<file path="config.mk">
export PLATFORM = sky130hd
export DESIGN_NAME = ifid_pc_sequencer
export DESIGN_NICKNAME = d
export VERILOG_FILES = /design/src/rtl/riscv_pipe_pkg.sv /design/src/rtl/ifid_pc_redirect_arb.sv /design/src/rtl/ifid_pc_sequencer.sv
export SDC_FILE = /design/constraint.sdc
export NUM_CORES = 1
export LEC_CHECK = 0
export ABC_AREA = 1
export CAP_MARGIN = 20
export CORE_UTILIZATION = 40
export CTS_BUF_LIST = sky130_fd_sc_hd__clkbuf_8
export DETAILED_ROUTE_END_ITERATION = 7
export PLACE_DENSITY = 0.91
export SLEW_MARGIN = 20
export SYNTH_ARGS = -nofsm -noshare
export SYNTH_HDL_FRONTEND = slang
export SYNTH_SLANG_ARGS = --single-unit
</file>
<file path="constraint.sdc">
create_clock -name clk -period 1.5 [get_ports clk]
set_input_delay 0.3 -clock clk [delete_from_list [all_inputs] [get_ports clk]]
set_output_delay 0.3 -clock clk [all_outputs]
set_load 0.01 [all_outputs]
</file>
<file path="src/rtl/riscv_pipe_pkg.sv">
// Shared pipeline types and constants for the fetch-side PC sequencing logic.
package riscv_pipe_pkg;

    localparam int unsigned RISC_V_DATA_WIDTH         = 32;
    localparam int unsigned INST_MEMORY_ADDRESS_WIDTH = 32;
    localparam int unsigned PC_INCREMENT              = 4;

    typedef logic [INST_MEMORY_ADDRESS_WIDTH-1:0] pc_t;

    // S_RUN: sequential fetch, S_HOLD: stalled with a redirect parked,
    // S_BUBBLE: fetch invalid while instruction memory catches up with a new target.
    typedef enum logic [1:0] {
        S_RUN    = 2'd0,
        S_HOLD   = 2'd1,
        S_BUBBLE = 2'd2
    } pcseq_state_t;

    // Instructions are word aligned; any target with low bits set is rejected.
    function automatic logic is_aligned(input logic [1:0] low_bits);
        return (low_bits == 2'b00);
    endfunction

endpackage

</file>
<file path="src/rtl/ifid_pc_redirect_arb.sv">
// Combinational redirect selector: EX beats ID, misaligned targets are
// rejected (flagged) and the next lower-priority source is considered.
module ifid_pc_redirect_arb #(
    parameter int unsigned INST_MEMORY_ADDRESS_WIDTH = 32
) (
    input  logic                                 ex_redirect,
    input  logic [INST_MEMORY_ADDRESS_WIDTH-1:0] ex_target,
    input  logic                                 id_taken,
    input  logic [INST_MEMORY_ADDRESS_WIDTH-1:0] id_target,
    input  logic                                 id_enable,
    output logic                                 sel_valid,
    output logic [INST_MEMORY_ADDRESS_WIDTH-1:0] sel_pc,
    output logic                                 sel_is_ex,
    output logic                                 misalign
);
    import riscv_pipe_pkg::*;

    logic ex_ok;
    logic id_req;

    assign ex_ok  = ex_redirect && is_aligned(ex_target[1:0]);
    assign id_req = id_enable && id_taken;

    // Priority pick; an accepted EX redirect hides the ID request entirely,
    // so a misaligned ID target is not flagged in that case.
    always_comb begin
        sel_valid = 1'b0;
        sel_pc    = '0;
        sel_is_ex = 1'b0;
        misalign  = 1'b0;
        if (ex_ok) begin
            sel_valid = 1'b1;
            sel_pc    = ex_target;
            sel_is_ex = 1'b1;
        end else begin
            if (ex_redirect) begin
                misalign = 1'b1;
            end
            if (id_req) begin
                if (is_aligned(id_target[1:0])) begin
                    sel_valid = 1'b1;
                    sel_pc    = id_target;
                end else begin
                    misalign = 1'b1;
                end
            end
        end
    end

endmodule

</file>
<file path="src/rtl/ifid_pc_sequencer.sv">
// Fetch PC owner: arbitrates redirects/stalls, parks redirects during stalls,
// and inserts fetch bubbles after a redirect while memory returns the new line.
// Redirect inputs are single-cycle requests sampled every clock; there is no
// back-pressure, a request not captured in its cycle is lost by design.
module ifid_pc_sequencer #(
    parameter int unsigned INST_MEMORY_ADDRESS_WIDTH = 32,
    parameter int unsigned RISC_V_DATA_WIDTH         = 32,
    parameter logic [INST_MEMORY_ADDRESS_WIDTH-1:0] RESET_PC = '0,
    parameter int unsigned BUBBLE_CYCLES             = 1
) (
    input  logic                                 clk,
    input  logic                                 rst_n,
    input  logic                                 stall_i,
    input  logic                                 id_br_taken_i,
    input  logic [INST_MEMORY_ADDRESS_WIDTH-1:0] id_pc_i,
    input  logic [RISC_V_DATA_WIDTH-1:0]         id_offset_i,
    input  logic [INST_MEMORY_ADDRESS_WIDTH-1:0] adder_target_i,
    input  logic                                 ex_redirect_i,
    input  logic [INST_MEMORY_ADDRESS_WIDTH-1:0] ex_target_i,
    output logic [INST_MEMORY_ADDRESS_WIDTH-1:0] adder_pc_o,
    output logic [RISC_V_DATA_WIDTH-1:0]         adder_offset_o,
    output logic [INST_MEMORY_ADDRESS_WIDTH-1:0] pc_o,
    output logic                                 fetch_valid_o,
    output logic                                 flush_ifid_o,
    output logic                                 flush_idex_o,
    output logic                                 misalign_o,
    output logic [1:0]                           dbg_state
);
    import riscv_pipe_pkg::*;

    localparam int unsigned AW = INST_MEMORY_ADDRESS_WIDTH;

    pcseq_state_t state_q, state_d;
    logic [AW-1:0] pc_q, pc_d;
    logic [AW-1:0] pend_pc_q, pend_pc_d;
    logic          pend_is_ex_q, pend_is_ex_d;
    logic [1:0]    cnt_q, cnt_d;
    logic          fv_q, fv_d;
    logic          fl_ifid_q, fl_ifid_d;
    logic          fl_idex_q, fl_idex_d;
    logic          mis_q, mis_d;

    logic          id_enable;
    logic          sel_valid;
    logic [AW-1:0] sel_pc;
    logic          sel_is_ex;
    logic          arb_misalign;

    logic          apply;
    logic [AW-1:0] apply_pc;
    logic          apply_ex;

    // The offset adder lives outside; just hand it the ID operands.
    assign adder_pc_o     = id_pc_i;
    assign adder_offset_o = id_offset_i;

    // ID redirects are masked while a bubble is running and when an EX
    // redirect is already parked (EX must never be displaced by ID).
    assign id_enable = (state_q != S_BUBBLE) &&
                       !((state_q == S_HOLD) && pend_is_ex_q);

    ifid_pc_redirect_arb #(
        .INST_MEMORY_ADDRESS_WIDTH(AW)
    ) u_arb (
        .ex_redirect (ex_redirect_i),
        .ex_target   (ex_target_i),
        .id_taken    (id_br_taken_i),
        .id_target   (adder_target_i),
        .id_enable   (id_enable),
        .sel_valid   (sel_valid),
        .sel_pc      (sel_pc),
        .sel_is_ex   (sel_is_ex),
        .misalign    (arb_misalign)
    );

    // Next-state, next-PC, pending and bubble-counter logic.
    always_comb begin
        state_d      = state_q;
        pc_d         = pc_q;
        pend_pc_d    = pend_pc_q;
        pend_is_ex_d = pend_is_ex_q;
        cnt_d        = cnt_q;
        fv_d         = fv_q;
        fl_ifid_d    = 1'b0;
        fl_idex_d    = 1'b0;
        mis_d        = arb_misalign;
        apply        = 1'b0;
        apply_pc     = sel_pc;
        apply_ex     = sel_is_ex;

        case (state_q)
            S_RUN, S_BUBBLE: begin
                if (sel_valid) begin
                    if (stall_i) begin
                        pend_pc_d    = sel_pc;
                        pend_is_ex_d = sel_is_ex;
                        state_d      = S_HOLD;
                    end else begin
                        apply = 1'b1;
                    end
                end else if (!stall_i) begin
                    if (state_q == S_RUN) begin
                        // fv_q low in S_RUN only on the first cycle out of reset:
                        // present RESET_PC once before incrementing.
                        if (fv_q) begin
                            pc_d = pc_q + AW'(PC_INCREMENT);
                        end else begin
                            fv_d = 1'b1;
                        end
                    end else begin
                        if (cnt_q <= 2'd1) begin
                            cnt_d   = 2'd0;
                            state_d = S_RUN;
                            fv_d    = 1'b1;
                        end else begin
                            cnt_d = cnt_q - 2'd1;
                        end
                    end
                end
            end
            S_HOLD: begin
                if (sel_valid) begin
                    pend_pc_d    = sel_pc;
                    pend_is_ex_d = sel_is_ex;
                end
                if (!stall_i) begin
                    apply    = 1'b1;
                    apply_pc = sel_valid ? sel_pc    : pend_pc_q;
                    apply_ex = sel_valid ? sel_is_ex : pend_is_ex_q;
                end
            end
            default: begin
                state_d = S_RUN;
            end
        endcase

        if (apply) begin
            pc_d         = apply_pc;
            fl_ifid_d    = 1'b1;
            fl_idex_d    = apply_ex;
            pend_pc_d    = '0;
            pend_is_ex_d = 1'b0;
            if (BUBBLE_CYCLES > 0) begin
                state_d = S_BUBBLE;
                cnt_d   = 2'(BUBBLE_CYCLES);
                fv_d    = 1'b0;
            end else begin
                state_d = S_RUN;
                cnt_d   = 2'd0;
                fv_d    = 1'b1;
            end
        end
    end

    // State and output registers; reset clears everything with no flush.
    always_ff @(posedge clk or negedge rst_n) begin
        if (!rst_n) begin
            state_q      <= S_RUN;
            pc_q         <= RESET_PC;
            pend_pc_q    <= '0;
            pend_is_ex_q <= 1'b0;
            cnt_q        <= 2'd0;
            fv_q         <= 1'b0;
            fl_ifid_q    <= 1'b0;
            fl_idex_q    <= 1'b0;
            mis_q        <= 1'b0;
        end else begin
            state_q      <= state_d;
            pc_q         <= pc_d;
            pend_pc_q    <= pend_pc_d;
            pend_is_ex_q <= pend_is_ex_d;
            cnt_q        <= cnt_d;
            fv_q         <= fv_d;
            fl_ifid_q    <= fl_ifid_d;
            fl_idex_q    <= fl_idex_d;
            mis_q        <= mis_d;
        end
    end

    assign pc_o          = pc_q;
    assign fetch_valid_o = fv_q;
    assign flush_ifid_o  = fl_ifid_q;
    assign flush_idex_o  = fl_idex_q;
    assign misalign_o    = mis_q;
    assign dbg_state     = state_q;

endmodule
</file>
# Yosys cells after proc, flatten, opt, wreduce, memory -nomap -nowiden
# Cells that the tools add are included.
# word_totals
output_inout_bits	102
wordCells	99
latchBits	0
rom_bits	0
memories	0
ramBits	0
reg_bits	73
# classes
n_shift	0
eq_ne	13
add_sub_neg	2
div_mod_pow	0
n_reduce_logical	19
mul	0
n_lt_le_gt_ge	1
muxes	55
bitwise_logic	0
# ops
op	count
$mux W32	15
$pmux W32 S2	1
$add A32 B3 Y32 const B	1
$mux W1	24
$mux W2	12
$ne A4 B4 Y1 const B	4
$reduce_and A5 Y1	2
$reduce_and A4 Y1	2
$logic_not A2 Y1	3
$ne A2 B2 Y1 const B	3
$ne A3 B3 Y1 const B	2
$reduce_bool A2 Y1	3
$reduce_bool A3 Y1	2
$logic_and A1 B1 Y1	4
$ne A2 B1 Y1 const B	2
$pmux W1 S2	2
$pmux W2 S2	1
$reduce_and A3 Y1	1
$eq A2 B1 Y1 const B	1
$eq A2 B2 Y1 const B	1
$le A2 B1 Y1 const B	1
$reduce_or A2 Y1	1
$sub A2 B1 Y2 const B	1
$logic_not A1 Y1	1

# Depth between registers and ports, before layout
# Gate-level depths: netlist (run 1).
# depth
word_depth	11
mapped_depth	12
depth_no_buf	12

# By module
# A second synthesis (run 1) with hierarchy kept.
# hier_totals
hier_cells	845
area_unflattened_um2	5564.1
# by_module_without_submodules
module	seq_area_each_um2	area_per_inst_um2	instances	cells_each
ifid_pc_sequencer	1826.8	5039.8	1	730
ifid_pc_redirect_arb	0.0	524.3	1	115

# Least setup slack after synthesis (run 1)
# Ideal clock, no wire load.
# synth_path
kind	reg-to-reg
from	register state_q[1], in the netlist dbg_state[1]
to	register pc_q[2], in the netlist pc_o[2]
t_arrival_ns	1.550
n_path_buf	1
stages_incl_launch_ff	12
synth_period_minus_slack_ns	1.667
t_required_ns	1.383
path_slack_ns	-0.167
cell_sequence	dfrtp_1 -> inv_2 -> nand3_1 -> nand3_2 -> nand2_2 -> nand2_1 -> nand2_2 -> nand2_1 -> clkbuf_1 -> o21ai_0 -> nand2_1 -> nand2_1
# synth_via
elab_chain_len	11
# synth_lines
element	line	text
start, declared	ifid_pc_sequencer.sv:33	pcseq_state_t state_q, state_d;
start signal, assigned	ifid_pc_sequencer.sv:168	state_q <= state_d;
$eq A2 B1 Y1	ifid_pc_sequencer.sv:60, ifid_pc_sequencer.sv:91	
$logic_and A1 B1 Y1	ifid_pc_sequencer.sv:60	!((state_q == S_HOLD) && pend_is_ex_q);
$logic_not A1 Y1	ifid_pc_sequencer.sv:60	
$logic_and A1 B1 Y1	ifid_pc_sequencer.sv:59	assign id_enable = (state_q != S_BUBBLE) &&
$logic_and A1 B1 Y1	ifid_pc_redirect_arb.sv:22	assign id_req = id_enable && id_taken;
$mux W1 / $mux W32 (equally long branches)	ifid_pc_redirect_arb.sv:39	if (id_req) begin
$mux W1 / $mux W32 (equally long branches)	ifid_pc_redirect_arb.sv:31	if (ex_ok) begin
$mux W1 / $mux W32 (equally long branches)	-	
$pmux W1 S2 / $mux W32 (equally long branches)	ifid_pc_sequencer.sv:91, ifid_pc_sequencer.sv:126	
$ne A2 B1 Y1 (no line) (tied with other cells)	-	
$reduce_and A5 Y1 (no line) / $mux W32 (equally long branches)	-	
end signal, assigned	ifid_pc_sequencer.sv:169	pc_q <= pc_d;
end, declared	ifid_pc_sequencer.sv:34	logic [AW-1:0] pc_q, pc_d;
# Several ways; a longest one is shown, not always the timed one.
# A chain may end at the register's enable or synchronous reset.

# Worst setup path after layout (run 1)
# layout_path
from	register state_q[0], in the netlist dbg_state[0]
to	register pc_q[13], in the netlist pc_o[13]
# The elaborated chain is that of the path after synthesis.

==> results.md, run 1 <==
- Status: complete, but fails checks
- Failing checks: negative setup slack
- WL/cell: between 20 and 25 um
- Area growth, synth to finish: 58.7%
- Met2 Usage GRT: 45.9%
- GPL Wtd Cong: 0.980
- Top Ports: 235
- Commonest non-fill, non-tap cell in the layout: nand2_1
- Pre-antenna DRT Iters: 6
- Syn avg cell area: 6.48 um^2
- Clock power frac: 15.4%
- Critical Path AT: 2.19 ns
- Placed Cells: 1089
- Grt met3 use: 6.40%
- CP Launch Point: dbg_state[0]$_DFFE_PN0P_
- Root buffer cell: clkbuf_8
- Combinational share of power: a little under three fifths
- Die area: about 0.014 mm^2
- Peak supply drop: 0.643 mV
- DRC: 0
- Syn Nets: slightly below 1k
- Vias in the first global route: 6320
- Met1 GRT Util: 37.5%
- Clock buffer depth: 2
- Antenna diodes: 0
- Final setup fails: 76
- Final WS setup: -0.436 ns
- Seq pwr share: 28.1%
- Starting DRC count in detailed routing: 797
- Commonest non-fill, non-tap cells in the layout: 234 x nand2_1, 112 x buf_4, 94 x nor2_1
- Initial antenna violation count: 0
- Share of the yosys chip area belonging to registers: between 30% and 40%
- Hold Path Class: in2async
- Final Skew: approximately 0.022 ns
- Final Power: between 0.01 and 0.015 W
- Port bufs: 106
- Worst r2r src: dbg_state[0]$_DFFE_PN0P_
- Cell-by-cell trace of the critical path: inv_4 > a21oi_4 > nand3_4 > nand2_4 > nand2_4 > nand2_4 > nand2_4 > bufbuf_16 > nand3_2 > nand2_1
- Core area: around 0.013 mm^2
- Worst EP required: roughly 1.8 ns
- Yosys warnings: 0
- Switching power: 0.00452 W
- CP max stage delay: 0.44 ns
- Post-Syn Area: 0.00536 mm^2
- Initial Utilization: 41.8%
- Total GRT Usage: 29.2%
- Slew HR: between 70% and 80%
- Drt total wl: 23600 um
- Clock-pin slew on the worst setup and hold paths: 0.09 ns
- Max Fclk: 517 MHz
- Chip Width: 118 um
- Post-synth cell types: 30
- Share of cells above drive strength 1: 35.4%
- Fin crit share: 129%
- Vias/cell: 5.89
- Fin. Hold Viols: 0
- Routed Antenna Nets: 0
- Top cell by count, worst path: nand2_4
- Switching Fraction: 42.7%
- Clk_lat worst skew: 0.39 ns
- Cts bufs inserted: 9
- Critical path endpoint category: flip-flop
- Seq cells post-synth: 73
- Clock sink count: 73
- Non-Filler Instances: 1178
- Leak Pwr: 4.13 nW
- P_int: 0.00605 W
- Final Max Slew Viols: 0
- Kind of critical path: reg2reg
- H-Tree Depth: 3
- CTS tree: yes
- Busiest grt layer: met2
- Core Rows: 41
- Unrepaired setup endpoints after global routing: true
- Vias: between 6k and 7k
- Die Span Y: 118 um
- Grt total ovfl: 0
- First-pass GRT wire length: 32200 um
- Synth Instances: 828
- Final HPWL DP: 11500 um
- CP max FO: 13
- Setup crit start kind: flip-flop
- Worst-Margin Slew: a little under 0.4 ns
- Crit path time final: 1.94 ns
- Slowest CP cell: dfrtp_2
- Maximum capacitance violations: 0
- Largest net degree at the start of global routing: 48
- NumNets Final: 1135
- Cell Pwr Density: 1240 mW/mm^2
-- path summary, 6_finish.rpt --
check	endpoint	slack (ns)	cells after the start
worst min register to register	pend_pc_q[31]$_DFFE_PN0P_	0.52	2
worst max register to register	pc_o[13]$_DFFE_PN0P_	-0.44	10
worst min-delay path	pc_o[8]$_DFFE_PN0P_	0.36	2
min in group clk	pend_pc_q[31]$_DFFE_PN0P_	0.52	2
worst max-delay path	pc_o[13]$_DFFE_PN0P_	-0.44	10
max in group asynchronous	pc_o[23]$_DFFE_PN0P_	0.52	3
-- per-layer routing --
| metal | vias up | part of all wire, % | wire, um |
|---|---|---|---|
| met5 | - | 0 | 0 |
| met4 | 0 | 8.0 | 1900 |
| met3 | 206 | 13 | 3120 |
| met2 | 663 | 44 | 10400 |
| met1 | 3160 | 35 | 8240 |
| li1 | 2907 | - | - |
-- cell families after synthesis --
group	synth area share [%]
buffers and inverters	16.8
DFF	34.1
AOI/OAI and AO/OA	7.89
xor gates and xnor gates	1.47
adders and majority gates	0.233
and+or+nand+nor	39.6
-- cell type report --
type,instances,area (um^2)
Sequential cell,73,1840
Inverter,59,246
Fill cell,893,4320
Multi-Input combinational cell,594,3300
Timing Repair Buffer,264,2720
Tap cell,172,215
Clock buffer,11,151
Clock inverter,5,37.5
-- power by group through the flow --
stage | Sequential [W] | Combinational [W] | Clock (W)
after floorplan | 0.00314 | 0.00188 | 0
after global routing | 0.00300 | 0.00630 | 0.00168
after CTS | 0.00288 | 0.00501 | 0.00155
after detailed placement | 0.00303 | 0.00405 | 0
after global placement | 0.00301 | 0.00396 | 0
final | 0.00297 | 0.00597 | 0.00163
-- synthesized netlist by cell type (all sizes together) --
library cell	number	share of area [%]
ha	1	0.23
xor2	3	0.49
nand3	75	7.3
inv	59	4.1
a21boi	1	0.14
nor2	121	8.5
clkbuf	19	1.3
nand2	281	20
o21ai	49	4.6
a22oi	1	0.14
nand3b	10	1.4
o311ai	1	0.16
xnor2	6	0.98
buf	83	11
nand4	19	2.2
o21a	1	0.14
dfrtp	73	34
or2	3	0.35
o211ai	5	1.1
a21oi	17	1.7
-- sequential cells by signal, indices dropped and copies added (netlist names) --
register	cells
cnt_q	2
dbg_state	2
fetch_valid_o	1
flush_idex_o	1
flush_ifid_o	1
misalign_o	1
pc_o	32
pend_is_ex_q	1
pend_pc_q	32
-- per-stage QoR --
step / cell area, um^2 / hold WS, ns / utilization, % / setup TNS, ns / setup slack [ns]
after global routing: 8510 / 0.397 / 66.4 / -26.12 / -0.509
after CTS: 7810 / 0.391 / 60.9 / -9.77 / -0.188
final: 8510 / 0.361 / 66.4 / -22.31 / -0.436
after detailed placement: 6810 / 0.239 / 53.1 / -32.61 / -0.514
after floorplan: 5460 / 0.00441 / - / -2.94 / -0.0768
after global placement: 6810 / 0.239 / 53.1 / -29.59 / -0.466
-- worst max-delay path, delay by kind of cell, from the launching register on --
kind	cells	cell delay, ns
AND/OR/NAND/NOR	7	0.79
buffers and inverters	2	0.38
AO/OA/AOI/OAI	1	0.18
flip-flops	1	0.44
-- timing repair --
| action | in CTS | in global routing |
|---|---|---|
| cloned | 11 | 7 |
| pin swaps | 26 | 23 |
| hold endpoints to repair | 12 | 0 |
| resized for setup | 143 | 124 |
| buffers inserted | 38 | 19 |
| hold buffers | 1 | 0 |
| endpoints found under the setup margin | 107 | 81 |
Power figures use the tool's default switching activity.
==> run 2, diff against run 1 <==
Settings changed: CAP_MARGIN 20 to 15.
==> results of run 2 <==
The final DEF is identical to that of run 1; final timing and power are the same.
